## src/rtl/mips_fetch_if.sv

```systemverilog
// Instruction-fetch bus between the fetch unit (master) and memory/decode/execute (slave).
interface mips_fetch_if;
  logic [31:0] instr_address;
  logic [31:0] instr_readdata;
  logic [31:0] instr_out;
  logic        branch_taken;
  logic [15:0] branch_offset;
  logic        jump;
  logic [25:0] jump_index;
  logic        jump_reg;
  logic [31:0] jump_reg_target;
  logic [31:0] link_address;
  logic        in_delay_slot;
  logic        active;

  modport master (
    output instr_address,
    input  instr_readdata,
    output instr_out,
    input  branch_taken,
    input  branch_offset,
    input  jump,
    input  jump_index,
    input  jump_reg,
    input  jump_reg_target,
    output link_address,
    output in_delay_slot,
    output active
  );

  modport slave (
    input  instr_address,
    output instr_readdata,
    input  instr_out,
    output branch_taken,
    output branch_offset,
    output jump,
    output jump_index,
    output jump_reg,
    output jump_reg_target,
    input  link_address,
    input  in_delay_slot,
    input  active
  );
endinterface

```

## src/rtl/mips_fetch_unit.sv

```systemverilog
// MIPS instruction-fetch unit: PC/next-PC, single branch-delay-slot redirects,
// link-address generation and halt on a fetch of HALT_ADDR.
module mips_fetch_unit #(
  parameter logic [31:0] RESET_VECTOR = 32'hBFC00000,
  parameter logic [31:0] HALT_ADDR    = 32'h00000000
) (
  input  logic          i_clk,
  input  logic          i_reset,
  input  logic          i_clk_enable,
  mips_fetch_if.master  io_bus
);

  typedef enum logic [1:0] {
    S_RUN  = 2'd0,
    S_SLOT = 2'd1,
    S_HALT = 2'd2
  } state_t;

  state_t      r_state;
  logic [31:0] r_pc;
  logic [31:0] r_npc;
  logic        r_active;
  logic        r_in_slot;

  logic        [31:0] w_pc_plus4;
  logic signed [31:0] w_br_off;
  logic        [31:0] w_br_target;
  logic        [31:0] w_j_target;
  logic        [31:0] w_target;
  logic               w_redirect;
  logic               w_halt_next;

  always_comb begin
    w_pc_plus4  = r_pc + 32'd4;
    w_br_off    = {{14{io_bus.branch_offset[15]}}, io_bus.branch_offset, 2'b00};
    w_br_target = w_pc_plus4 + w_br_off;
    w_j_target  = {w_pc_plus4[31:28], io_bus.jump_index, 2'b00};
    w_redirect  = io_bus.jump_reg | io_bus.jump | io_bus.branch_taken;
    // Priority: register jump, then absolute jump, then conditional branch.
    if (io_bus.jump_reg) begin
      w_target = io_bus.jump_reg_target;
    end else if (io_bus.jump) begin
      w_target = w_j_target;
    end else begin
      w_target = w_br_target;
    end
    // The next pc is always the current npc, in RUN and SLOT alike.
    w_halt_next = (r_npc == HALT_ADDR);
  end

  always_ff @(posedge i_clk) begin
    if (i_reset) begin
      r_pc      <= RESET_VECTOR;
      r_npc     <= RESET_VECTOR + 32'd4;
      r_state   <= S_RUN;
      r_active  <= 1'b1;
      r_in_slot <= 1'b0;
    end else if (i_clk_enable) begin
      case (r_state)
        S_RUN: begin
          r_pc <= r_npc;
          if (w_halt_next) begin
            r_state   <= S_HALT;
            r_active  <= 1'b0;
            r_in_slot <= 1'b0;
          end else if (w_redirect) begin
            r_npc     <= w_target;
            r_state   <= S_SLOT;
            r_in_slot <= 1'b1;
          end else begin
            r_npc <= r_npc + 32'd4;
          end
        end
        S_SLOT: begin
          // Redirect inputs are ignored for the delay-slot instruction.
          r_pc      <= r_npc;
          r_npc     <= r_npc + 32'd4;
          r_in_slot <= 1'b0;
          if (w_halt_next) begin
            r_state  <= S_HALT;
            r_active <= 1'b0;
          end else begin
            r_state <= S_RUN;
          end
        end
        S_HALT: begin
          r_state <= S_HALT;
        end
        default: begin
          r_state   <= S_HALT;
          r_active  <= 1'b0;
          r_in_slot <= 1'b0;
        end
      endcase
    end
  end

  assign io_bus.instr_address = r_pc;
  assign io_bus.instr_out     = io_bus.instr_readdata;
  assign io_bus.link_address  = r_pc + 32'd8;
  assign io_bus.in_delay_slot = r_in_slot;
  assign io_bus.active        = r_active;

endmodule

```

## src/flat_wrapper.sv

```systemverilog
// flat-port wrapper written by rule: the top's interface ports become plain ports
module mips_fetch_unit_flat 
#(
  parameter logic [31:0] RESET_VECTOR = 32'hBFC00000,
  parameter logic [31:0] HALT_ADDR    = 32'h00000000
)
  (i_clk, i_reset, i_clk_enable, io_bus_instr_address, io_bus_instr_readdata, io_bus_instr_out, io_bus_branch_taken, io_bus_branch_offset, io_bus_jump, io_bus_jump_index, io_bus_jump_reg, io_bus_jump_reg_target, io_bus_link_address, io_bus_in_delay_slot, io_bus_active);
  mips_fetch_if io_bus_i ();
  input  logic i_clk;
  input  logic i_reset;
  input  logic i_clk_enable;
  output wire logic [$bits(io_bus_i.instr_address)-1:0] io_bus_instr_address;
  input wire logic [$bits(io_bus_i.instr_readdata)-1:0] io_bus_instr_readdata;
  output wire logic [$bits(io_bus_i.instr_out)-1:0] io_bus_instr_out;
  input wire logic [$bits(io_bus_i.branch_taken)-1:0] io_bus_branch_taken;
  input wire logic [$bits(io_bus_i.branch_offset)-1:0] io_bus_branch_offset;
  input wire logic [$bits(io_bus_i.jump)-1:0] io_bus_jump;
  input wire logic [$bits(io_bus_i.jump_index)-1:0] io_bus_jump_index;
  input wire logic [$bits(io_bus_i.jump_reg)-1:0] io_bus_jump_reg;
  input wire logic [$bits(io_bus_i.jump_reg_target)-1:0] io_bus_jump_reg_target;
  output wire logic [$bits(io_bus_i.link_address)-1:0] io_bus_link_address;
  output wire logic [$bits(io_bus_i.in_delay_slot)-1:0] io_bus_in_delay_slot;
  output wire logic [$bits(io_bus_i.active)-1:0] io_bus_active;
  assign io_bus_instr_address = io_bus_i.instr_address;
  assign io_bus_i.instr_readdata = io_bus_instr_readdata;
  assign io_bus_instr_out = io_bus_i.instr_out;
  assign io_bus_i.branch_taken = io_bus_branch_taken;
  assign io_bus_i.branch_offset = io_bus_branch_offset;
  assign io_bus_i.jump = io_bus_jump;
  assign io_bus_i.jump_index = io_bus_jump_index;
  assign io_bus_i.jump_reg = io_bus_jump_reg;
  assign io_bus_i.jump_reg_target = io_bus_jump_reg_target;
  assign io_bus_link_address = io_bus_i.link_address;
  assign io_bus_in_delay_slot = io_bus_i.in_delay_slot;
  assign io_bus_active = io_bus_i.active;
  mips_fetch_unit #(.RESET_VECTOR(RESET_VECTOR), .HALT_ADDR(HALT_ADDR)) u_core (.i_clk(i_clk), .i_reset(i_reset), .i_clk_enable(i_clk_enable), .io_bus(io_bus_i));
endmodule
```

## config.mk

```make
export PLATFORM = sky130hd
export DESIGN_NAME = mips_fetch_unit_flat
export DESIGN_NICKNAME = d
export VERILOG_FILES = /design/src/rtl/mips_fetch_if.sv /design/src/rtl/mips_fetch_unit.sv /design/src/flat_wrapper.sv
export SDC_FILE = /design/constraint.sdc
export NUM_CORES = 1
export LEC_CHECK = 0
export ABC_AREA = 1
export ABC_CLOCK_PERIOD_IN_PS = 3900
export CORE_MARGIN = 10
export CORE_UTILIZATION = 27
export DETAILED_ROUTE_END_ITERATION = 10
export GPL_ROUTABILITY_DRIVEN = 1
export PLACE_DENSITY_LB_ADDON = 0.3
export RECOVER_POWER = 25
export SYNTH_ARGS = -nofsm -noshare
export SYNTH_HDL_FRONTEND = slang
export SYNTH_SLANG_ARGS = --single-unit
```

## constraint.sdc

```tcl
create_clock -name i_clk -period 3.9 [get_ports i_clk]
set_input_delay 0.39 -clock i_clk [delete_from_list [all_inputs] [get_ports i_clk]]
set_output_delay 0.39 -clock i_clk [all_outputs]
set_load 0.01 [all_outputs]
```

# --- Word level (Yosys, flattened, before mapping) ---
# Index checks and enable logic that the tools add are counted.
op_classes:
  addsub: 4
  eq_ne: 5
  muxes: 14
  n_bitwise: 3
  n_reduce_logical: 9
ops:
  columns: ["cell", "n"]
  rows:
  - ["$mux W32", 4]
  - ["$add A32 B3 Y32 const B", 2]
  - ["$pmux W32 S2", 1]
  - ["$add A32 B32 Y32", 1]
  - ["$add A32 B4 Y32 const B", 1]
  - ["$logic_not A32 Y1", 1]
  - ["$reduce_and A3 Y1", 3]
  - ["$mux W2", 3]
  - ["$pmux W1 S2", 2]
  - ["$pmux W2 S2", 1]
  - ["$reduce_and A2 Y1", 2]
  - ["$mux W1", 3]
  - ["$ne A3 B1 Y1 const B", 1]
  - ["$eq A2 B1 Y1 const B", 1]
  - ["$eq A2 B2 Y1 const B", 1]
  - ["$logic_not A2 Y1", 1]
  - ["$ne A2 B1 Y1 const B", 1]
  - ["$ne A2 B2 Y1 const B", 1]
  - ["$or A1 B1 Y1", 2]
  - ["$reduce_bool A2 Y1", 1]
  - ["$reduce_or A2 Y1", 1]
  - ["$not A1 Y1", 1]
word_totals:
  register_bits: 68
  input_bits: 112
  output_inout_bits: 98
  word_cells: 40

# --- Longest topological paths before layout ---
# Gate-level depths: netlist of run 1.
depth:
  depth_word: 7
  mapped_depth: 24
  depth_no_buf: 24

# --- Worst setup path after synthesis of run 1 ---
# OpenSTA, ideal clock, no wires.
synth_timing:
  kind: "reg2reg"
  startpoint: "reg u_core.r_pc[4], in the netlist u_core.io_bus.instr_address[4]"
  endpoint: "reg u_core.r_npc[30]"
  setup_ns: 0.131
  arrival_time_ns: 2.907
  required_time_ns: 3.769
  slack_ns: 0.862
  stages_incl_launch_ff: 23
  path_buffers: 0
  period_less_slack_ns: 3.038
  cell_sequence: "dfxtp_1 -> ha_1 -> inv_1 -> nor2_4 -> inv_1 -> nor2_2 -> nand3_1 -> nor2_1 -> xor2_1 -> o21ai_1 -> inv_1 -> ha_1 -> inv_1 -> nor3_1 -> nand2_1 -> nor2_1 -> nand2_1 -> nand3_1 -> nand3_1 -> nand2_1 -> nand2_1 -> nand2_1 -> a21oi_2"
synth_via:
  elab_chain_cells: 7
synth_lines:
  columns: ["item", "line", "rtl"]
  rows:
  - ["start, declared", "mips_fetch_unit.sv:20", "logic [31:0] r_pc;"]
  - ["start signal, assigned", "mips_fetch_unit.sv:61", "r_pc <= r_npc;"]
  - ["start signal, assigned", "mips_fetch_unit.sv:76", "r_pc <= r_npc;"]
  - ["$add A32 B3 Y32 (*)", "mips_fetch_unit.sv:34", "w_pc_plus4 = r_pc + 32'd4;"]
  - ["$add A32 B32 Y32", "mips_fetch_unit.sv:36", "w_br_target = w_pc_plus4 + w_br_off;"]
  - ["$mux W32 (*)", "mips_fetch_unit.sv:42", "end else if (io_bus.jump) begin"]
  - ["$mux W32 (*)", "mips_fetch_unit.sv:40", "if (io_bus.jump_reg) begin"]
  - ["$mux W32 (*)", "mips_fetch_unit.sv:66", "end else if (w_redirect) begin"]
  - ["$mux W32 (*)", "mips_fetch_unit.sv:62", "if (w_halt_next) begin"]
  - ["$pmux W32 S2 (*)", "mips_fetch_unit.sv:59", "case (r_state)"]
  - ["end signal, assigned", "mips_fetch_unit.sv:67", "r_npc <= w_target;"]
  - ["end signal, assigned", "mips_fetch_unit.sv:71", "r_npc <= r_npc + 32'd4;"]
  - ["end signal, assigned", "mips_fetch_unit.sv:77", "r_npc <= r_npc + 32'd4;"]
  - ["end, declared", "mips_fetch_unit.sv:21", "logic [31:0] r_npc;"]
# Mark *: on every way between the ends. The rest lies on a longest branch, timed or not. The select of a mux whose other input is x is not followed.
# A chain may end at the register's enable or synchronous reset.

# --- Worst setup path after layout of run 1 ---
layout_timing:
  startpoint: "reg u_core.r_pc[3], in the netlist u_core.io_bus.instr_address[3]"
  endpoint: "reg u_core.r_npc[27]"
layout_via:
  elab_chain_cells: 7
layout_lines:
  columns: ["item", "line"]
  rows:
  - ["$add A32 B3 Y32", "mips_fetch_unit.sv:34"]
  - ["$add A32 B32 Y32", "mips_fetch_unit.sv:36"]
  - ["$mux W32", "mips_fetch_unit.sv:42"]
  - ["$mux W32", "mips_fetch_unit.sv:40"]
  - ["$mux W32", "mips_fetch_unit.sv:66"]
  - ["$mux W32", "mips_fetch_unit.sv:62"]
  - ["$pmux W32 S2", "mips_fetch_unit.sv:59"]
# No other way between the ends. The select of a mux whose other input is x is not followed.

==> results of run 1 <==
==> Yosys cell counts (25+ instances only) <==
cell type                   n  area share
sky130_fd_sc_hd__nor3_1    25       0.016
sky130_fd_sc_hd__xor2_1    48       0.054
sky130_fd_sc_hd__nand4_1   28       0.023
sky130_fd_sc_hd__nor2_1   141       0.068
sky130_fd_sc_hd__a21oi_1  120       0.077
sky130_fd_sc_hd__buf_4     37       0.036
sky130_fd_sc_hd__dfxtp_1   68        0.18
sky130_fd_sc_hd__ha_1      37       0.060
sky130_fd_sc_hd__nand3_1   80       0.052
sky130_fd_sc_hd__inv_1    147       0.071
sky130_fd_sc_hd__nand2_1  375        0.18
sky130_fd_sc_hd__o21ai_0   83       0.054
==> where the power goes <==
| part | internal (mW) | total, mW | switching [mW] |
|---|---|---|---|
| Clock | 0.596 | 0.926 | 0.330 |
| Sequential | 0.752 | 0.842 | 0.0900 |
| Combinational | 0.435 | 1.11 | 0.676 |
| Total | 1.78 | 2.88 | 1.10 |
==> per-layer routing <==
layer  up-vias  track usage  routed length [um]
met5         -            0                   0
met4         0       0.0699                1150
met3        54       0.0181                1680
met2       303        0.329               17100
met1      4290        0.239               15300
li1       4549            -                   -
==> critical path: stages, from the launching register on <==
cell                      delay, ps
sky130_fd_sc_hd__dfxtp_1        400
sky130_fd_sc_hd__ha_1           200
sky130_fd_sc_hd__inv_1           80
sky130_fd_sc_hd__nor2_4         170
sky130_fd_sc_hd__inv_1          110
sky130_fd_sc_hd__nor3_2         280
sky130_fd_sc_hd__buf_4          160
sky130_fd_sc_hd__xor2_1         240
sky130_fd_sc_hd__nand2_1         70
sky130_fd_sc_hd__o21ai_0        120
sky130_fd_sc_hd__ha_2           270
sky130_fd_sc_hd__nand2_1        130
sky130_fd_sc_hd__nor2_1         180
sky130_fd_sc_hd__inv_1           80
sky130_fd_sc_hd__nor3_1         310
sky130_fd_sc_hd__nand3_1        230
sky130_fd_sc_hd__nand3_1        140
sky130_fd_sc_hd__nand3_1        140
sky130_fd_sc_hd__nand2_1         90
sky130_fd_sc_hd__nand2_1         60
sky130_fd_sc_hd__nand2_1         70
sky130_fd_sc_hd__nand2_1         40
==> layout by cell type (no fill, tap or decap), types with 3 or more instances in the layout <==
cell type                           n
sky130_fd_sc_hd__nor4_1             7
sky130_fd_sc_hd__nand2_1          375
sky130_fd_sc_hd__xnor2_1           11
sky130_fd_sc_hd__buf_4             39
sky130_fd_sc_hd__clkdlybuf4s50_1  143
sky130_fd_sc_hd__nor2_1           140
sky130_fd_sc_hd__clkbuf_16          9
sky130_fd_sc_hd__nand4_1           28
sky130_fd_sc_hd__o21ai_0           83
sky130_fd_sc_hd__a21oi_2            3
sky130_fd_sc_hd__dfxtp_2            3
sky130_fd_sc_hd__o211ai_1          10
sky130_fd_sc_hd__nor2_2            11
sky130_fd_sc_hd__a211oi_1           3
sky130_fd_sc_hd__inv_1            147
sky130_fd_sc_hd__o21ai_1            3
sky130_fd_sc_hd__nand2_2            8
sky130_fd_sc_hd__dfxtp_1           65
sky130_fd_sc_hd__nor3_2             6
sky130_fd_sc_hd__nor2_4             8
sky130_fd_sc_hd__nor3_1            23
sky130_fd_sc_hd__a21oi_1          119
sky130_fd_sc_hd__xor2_1            48
sky130_fd_sc_hd__nand3b_1           4
sky130_fd_sc_hd__nand3_1           80
sky130_fd_sc_hd__o21bai_1           6
sky130_fd_sc_hd__ha_1              36
sky130_fd_sc_hd__a31oi_1            7
==> through the flow <==
step / util / instances / setup WS (ps) / hold WS (ps) / instance area, sq um
final: 0.346 / 1841 / 209 / 467 / 9890
after global routing: 0.346 / 1841 / 5.62 / 501 / 9890
after CTS: 0.345 / 1840 / 41.7 / 469 / 9860
after detailed placement: 0.333 / 1824 / 74.0 / 458 / 9520
after global placement: 0.333 / 1824 / 42.2 / 457 / 9520
after floorplan: - / 1336 / 862 / 457 / 7760
==> kinds of logic after synthesis <==
group | after synthesis
buf+inv | 231
xor+xnor | 59
fa+ha+maj | 38
compound gates | 242
flops | 68
simple gates | 698
==> layout make-up <==
cell class                 instances  area, sq um  share of cell area
multi-input combinational       1037         5390               0.545
timing repair buffer             185         1750               0.177
clock buffer                      11          253              0.0256
sequential                        68         1370               0.138
inverter                         151          567              0.0573
clock inverter                     5         83.8             0.00848
tap                              384          480              0.0486
==> what timing repair did <==
action | 4_1_cts | 5_1_grt
gates resized for setup | 0 | 8
hold buffers | 0 | 0
buffers inserted | 0 | 1
endpoints found under the setup margin | 0 | 7
==> worst max-delay path by stage <==
stage	slack, ps	start	to	cells past startpoint
5_1_grt	6	u_core.io_bus.instr_address[15]$_SDFFE_PP0P_	u_core.r_npc[27]$_SDFFE_PP1P_	20
6_report	210	u_core.io_bus.instr_address[3]$_SDFFE_PP0P_	u_core.r_npc[27]$_SDFFE_PP1P_	21
3_3_place_gp	40	u_core.io_bus.instr_address[15]$_SDFFE_PP0P_	u_core.r_npc[27]$_SDFFE_PP1P_	20
2_1_floorplan	860	u_core.io_bus.instr_address[4]$_SDFFE_PP0P_	u_core.r_npc[30]$_SDFFE_PP0P_	22
3_5_place_dp	70	u_core.io_bus.instr_address[15]$_SDFFE_PP0P_	u_core.r_npc[27]$_SDFFE_PP1P_	20
4_1_cts	40	u_core.io_bus.instr_address[15]$_SDFFE_PP0P_	u_core.r_npc[27]$_SDFFE_PP1P_	20
==> state kept, by name, indices dropped and copies added (netlist names) <==
signal / cells
u_core.r_state: 2
u_core.r_npc: 32
u_core.io_bus.in_delay_slot: 1
u_core.io_bus.active: 1
u_core.io_bus.instr_address: 32
==> results_dict.tcl, run 1 <==
set metrics [dict create \
    final.min_clock_period_ps 3690 \
    worst_ep_arrival_time_ps 3920 \
    timing.setup.critical_path_class "register to register" \
    setup_repair_after_global_routing_missed_its_margin "false" \
    synthSimpleGateAreaFrac 0.392 \
    hold-path-endpoint "u_core.io_bus.in_delay_slot$_SDFFE_PP0P_" \
    clkSinkCount 68 \
    total_of_flip_flops_plus_latches_after_synthesis 68 \
    period_share 0.946 \
    drt-total-wl_um 35200 \
    die_h_um 190 \
    syn_avg_cell_area_sq_um 5.81 \
    grt_start_max_net_pins 39 \
    antenna_found_initial 0 \
    post_detail_place_hpwl_um 29300 \
    remaining_drc_errors 0 \
    synthAdderAreaFrac 0.0622 \
    count_of_input_and_output_buffers 145 \
    dr.pass1.iters 6 \
    clockRootBuffer "sky130_fd_sc_hd__clkbuf_16" \
    first_global_vias 9032 \
    synth-compound-area-share 0.169 \
    gpl_wtd_cong 0.979 \
    cp-start-kind "register" \
    outcome "finished, final reports clean" \
    reg2reg_depth 21 \
    synth_enable_flop_cells 0 \
    antenna_cells 0 \
    timing.critical_path.required_ps 4130 \
    via_to_cell_ratio 5.00 \
    initial_core_util 0.272 \
    synth_cell_types 47 \
    final.setup.tns_ps 0 \
    die-width_um 190 \
    synth_mux_area_frac 0 \
    cts_inserted_buffers 9 \
    fraction_of_registers_with_async_set_or_reset_after_synthesis 0 \
    globalRouteTotalUtil 0.190 \
    grt_pass1_wl_um 53100 \
    timing.clock.skew_ps 9.02 \
    cts_tree "yes" \
    clock.fmax_ghz 0.271 \
    vias 9196 \
    avgRoutedWirePerCell_um 19.1 \
    insertion_delay_ps 340 \
    hold_path_depth 2 \
    htree_levels 3 \
    antenna_left 0 \
    synth_sequential_area_ratio 0.175 \
    layout-drive-gt1-share 0.0728 \
    timing.reg2reg.setup_slack_ps 210 \
    yosysWarningCount 0 \
    worstHoldPathType "register to register" \
    timing_max_transition_violations_final 0 \
    setup_viol 0 \
    grt.overflow.total 0 \
    ys_dominant_reg_cell "sky130_fd_sc_hd__dfxtp_1" \
    design.final.nets 1602 \
    worst_r2r_startpoint "u_core.io_bus.instr_address[3]$_SDFFE_PP0P_" \
    flow.area_growth_from_synthesis_pct 27.4 \
    max_slew_margin 0.255 \
    ir_drop_v 0.000180 \
    power_per_cell_area_nw_per_um2 291 \
    post_synth_inst_count 1336 \
    die_area_sq_um 35900 \
    synthXorXnorAreaFrac 0.0666 \
    i_o_pin_cnt 210 \
    syn_area_sq_um 7760 \
    path_clk_slew_ps 60 \
    cap_viol_max_count 0 \
    synthesis.nets 1486 \
    std_cell_rows 62 \
    finalPower_mw 2.88 \
    crit_path_max_fanout 5 \
    violation_count_after_the_first_detailed_route_iteration 779 \
    worst_slew_pin_slew_ps 1120 \
    finalHoldViolCount 0 \
    holdCritStartpoint "u_core.io_bus.in_delay_slot$_SDFFE_PP0P_" \
    cellLeakagePower_nw 4.47 \
    core_area_sq_um 28500 \
    ctsLongestPathBuffers 2 \
    endpoint_kind "register" \
    synth_top_family_by_area "simple AND/OR/NAND/NOR gates" \
    r2r_end "u_core.r_npc[27]$_SDFFE_PP1P_" \
    fillerInstances 3242 \
]
Note: power is estimated with default switching activity, not from simulation.
==> run 2: changes to the inputs <==
CTS_BUF_LIST = sky130_fd_sc_hd__clkbuf_4 sky130_fd_sc_hd__clkbuf_8 sky130_fd_sc_hd__clkbuf_16   (was unset)
==> results of run 2 <==
The final DEF is identical to that of run 1; final timing and power are the same.
==> run 3: changes to the inputs <==
==> constraint.sdc (replaced) <==
create_clock -name i_clk -period 3.9 [get_ports i_clk]
set_input_delay 0.975 -clock i_clk [delete_from_list [all_inputs] [get_ports i_clk]]
set_output_delay 0.975 -clock i_clk [all_outputs]
set_load 0.01 [all_outputs]
==> run 3 against run 2 <==
Power is 2.0% lower. Clock-buffer cell count decreased by 2. Clock power decreased by 9.2%. Critical endpoint is now u_core.r_npc[28]$_SDFFE_PP1P_. Die area unchanged. Non-clock buffer count grew 11. Maximum frequency fell by 2.5%. Utilization is 0.15 points higher. Clock skew down 1.1 ps. Combinational power about the same.
==> results_dict.tcl, run 3 (synthesis gave the netlist of run 1 again) <==
set metrics [dict create \
    outcome "finished, final reports clean" \
    avgRoutedWirePerCell_um 20.1 \
    timing.critical_path.buf_inv 2 \
    crit_cells 20 \
    dr.pass1.iters 6 \
    vias 9267 \
    setup_repair_after_global_routing_missed_its_margin "false" \
    grt.overflow.total 0 \
    worst_slack_ps 114 \
    antenna_found_initial 0 \
    violation_count_after_the_first_detailed_route_iteration 874 \
    final.min_clock_period_ps 3790 \
    finalHoldViolCount 0 \
    r2r_end "u_core.r_npc[28]$_SDFFE_PP1P_" \
    power_frac_clock 0.298 \
    crit_end "u_core.r_npc[28]$_SDFFE_PP1P_" \
    cts_tree "yes" \
    cts.repair.resized 0 \
    htree_levels 3 \
    period_share 0.971 \
    max_slew_margin 0.532 \
    remaining_drc_errors 0 \
    layout-drive-gt1-share 0.0783 \
    netSwitchingPower_mw 1.12 \
    cell_chain_critical_path "nand2_2 > nor2_2 > nand2_2 > nor3_1 > buf_4 > xor2_1 > nand2_1 > o21ai_0 > ha_1 > nand2_1 > nor2_1 > inv_1 > nor3_1 > nand3_1 > nand3_1 > nand3_1 > nand2_1 > nand2_1 > nand2_1 > nand2_1" \
    power_switching_share 0.399 \
    design.final.nets 1613 \
    i_o_pin_cnt 210 \
    stdcell_count 1853 \
    crit_path_max_fanout 7 \
    final_cell_mix "sky130_fd_sc_hd__nand2_1 (374), sky130_fd_sc_hd__inv_1 (147), sky130_fd_sc_hd__nor2_1 (140)" \
    worst_slew_pin_slew_ps 699 \
    antenna_left 0 \
    grt_pass1_wl_um 55100 \
    cts_inserted_buffers 9 \
    count_of_input_and_output_buffers 145 \
    worst_r2r_startpoint "u_core.io_bus.instr_address[8]$_SDFFE_PP0P_" \
    endpoint_kind "register" \
    grt_start_max_net_pins 43 \
    timing.critical_path.required_ps 4140 \
    die_h_um 190 \
    power_per_cell_area_nw_per_um2 284 \
    clock.fmax_ghz 0.264 \
    setup_viol 0 \
    drt-total-wl_um 37200 \
    insertion_delay_ps 340 \
    timing.clock.skew_ps 7.94 \
    cp-start-kind "register" \
    worst_path_max_delay_cell "sky130_fd_sc_hd__dfxtp_1" \
    post-cts-setup-buffers 0 \
    reg2reg_depth 20 \
    core_area_sq_um 28500 \
    cts_hold_buf 0 \
    via_to_cell_ratio 5.00 \
    die-width_um 190 \
    path_clk_slew_ps 60 \
    holdCritStartpoint "u_core.io_bus.in_delay_slot$_SDFFE_PP0P_" \
    startpoint "u_core.io_bus.instr_address[8]$_SDFFE_PP0P_" \
    mostFrequentLayoutCell "sky130_fd_sc_hd__nand2_1" \
    ctsLongestPathBuffers 2 \
    clockRootBuffer "sky130_fd_sc_hd__clkbuf_16" \
    path_delay_family "simple AND/OR/NAND/NOR gates" \
    cap_viol_max_count 0 \
    flow.area_growth_from_synthesis_pct 28.0 \
    ir_drop_v 0.000160 \
    globalRouteTotalUtil 0.200 \
    gpl_wtd_cong 1.03 \
    first_global_vias 8891 \
    p_int_mw 1.70 \
    dp_slack_ps 81.8 \
    post_detail_place_hpwl_um 30900 \
    die_area_sq_um 35900 \
    timing.setup.critical_path_class "register to register" \
    p_seq_frac 0.302 \
    final.setup.tns_ps 0 \
    initial_core_util 0.272 \
    final_core_density 0.348 \
    worstHoldPathType "register to register" \
    std_cell_rows 62 \
    timing.reg2reg.setup_slack_ps 110 \
    worst_path_most_repeated_cell "sky130_fd_sc_hd__nand2_1" \
    worst_ep_arrival_time_ps 4030 \
    cellLeakagePower_nw 4.53 \
    cp_slowest_stage_delay_ps 530 \
    dp.cells 1836 \
    timing_max_transition_violations_final 0 \
    power.combinational.fraction 0.400 \
    clkSinkCount 68 \
]
-- run 3: cell types whose count changed in the layout (fill, tap and decap cells not counted), moves of 2 or more --
| cell | change |
|---|---|
| sky130_fd_sc_hd__buf_4 | +12 |
| sky130_fd_sc_hd__clkdlybuf4s50_1 | -6 |
| sky130_fd_sc_hd__dlygate4sd3_1 | +6 |
| sky130_fd_sc_hd__clkbuf_8 | -2 |
-- run 3: area by class of cell --
type | instances | area (sq um)
inverters | 151 | 567
repair buffers | 196 | 1830
diodes | 1 | 2.50
clock inverters | 7 | 76.3
clock buffers | 9 | 225
flip-flops and latches | 68 | 1370
multi-input cells | 1037 | 5380
fillers | 3264 | 18600
well taps | 384 | 480
-- run 3: worst reg2reg max path, stage by stage (launching register included) --
cell                      delay, ps
sky130_fd_sc_hd__dfxtp_1        530
sky130_fd_sc_hd__nand2_2        170
sky130_fd_sc_hd__nor2_2         200
sky130_fd_sc_hd__nand2_2        100
sky130_fd_sc_hd__nor3_1         310
sky130_fd_sc_hd__buf_4          190
sky130_fd_sc_hd__xor2_1          80
sky130_fd_sc_hd__nand2_1         70
sky130_fd_sc_hd__o21ai_0        120
sky130_fd_sc_hd__ha_1           420
sky130_fd_sc_hd__nand2_1        150
sky130_fd_sc_hd__nor2_1         160
sky130_fd_sc_hd__inv_1          110
sky130_fd_sc_hd__nor3_1         330
sky130_fd_sc_hd__nand3_1        260
sky130_fd_sc_hd__nand3_1        150
sky130_fd_sc_hd__nand3_1        100
sky130_fd_sc_hd__nand2_1        110
sky130_fd_sc_hd__nand2_1         50
sky130_fd_sc_hd__nand2_1         50
sky130_fd_sc_hd__nand2_1         40
-- run 3: worst min path at each step --
| stage | to | cells after the start | slack, ps |
|---|---|---|---|
| after CTS | u_core.io_bus.in_delay_slot$_SDFFE_PP0P_ | 2 | 460 |
| after floorplan | u_core.r_state[0]$_SDFFE_PP0P_ | 2 | 460 |
| after detailed placement | u_core.io_bus.in_delay_slot$_SDFFE_PP0P_ | 2 | 450 |
| after global placement | u_core.io_bus.in_delay_slot$_SDFFE_PP0P_ | 2 | 450 |
| after global routing | u_core.io_bus.in_delay_slot$_SDFFE_PP0P_ | 2 | 500 |
| final | u_core.io_bus.in_delay_slot$_SDFFE_PP0P_ | 2 | 460 |
-- run 3: power by group through the flow --
stage / clock [mW] / combinational (mW) / sequential, mW
2_1_floorplan: 0 / 0.669 / 0.834
3_3_place_gp: 0 / 1.12 / 0.862
3_5_place_dp: 0 / 1.11 / 0.863
4_1_cts: 0.852 / 1.12 / 0.847
5_1_grt: 0.887 / 1.24 / 0.860
6_report: 0.841 / 1.13 / 0.852
-- run 3: routing by layer --
metal | GRT usage | vias to the layer above | wire (um)
met3 | 0.0258 | 56 | 2430
met2 | 0.333 | 339 | 17500
met1 | 0.259 | 4296 | 16000
met4 | 0.0705 | 0 | 1180
met5 | 0 | - | 0
li1 | - | 4576 | -
-- run 3: stage by stage --
| stage | hold WS, ps | cell area [sq um] | total power [mW] |
|---|---|---|---|
| 5_1_grt | 498 | 9930 | 2.99 |
| 4_1_cts | 464 | 9910 | 2.82 |
| 3_3_place_gp | 453 | 9610 | 1.98 |
| 6_report | 459 | 9930 | 2.82 |
| 2_1_floorplan | 457 | 7760 | 1.50 |
| 3_5_place_dp | 454 | 9610 | 1.98 |
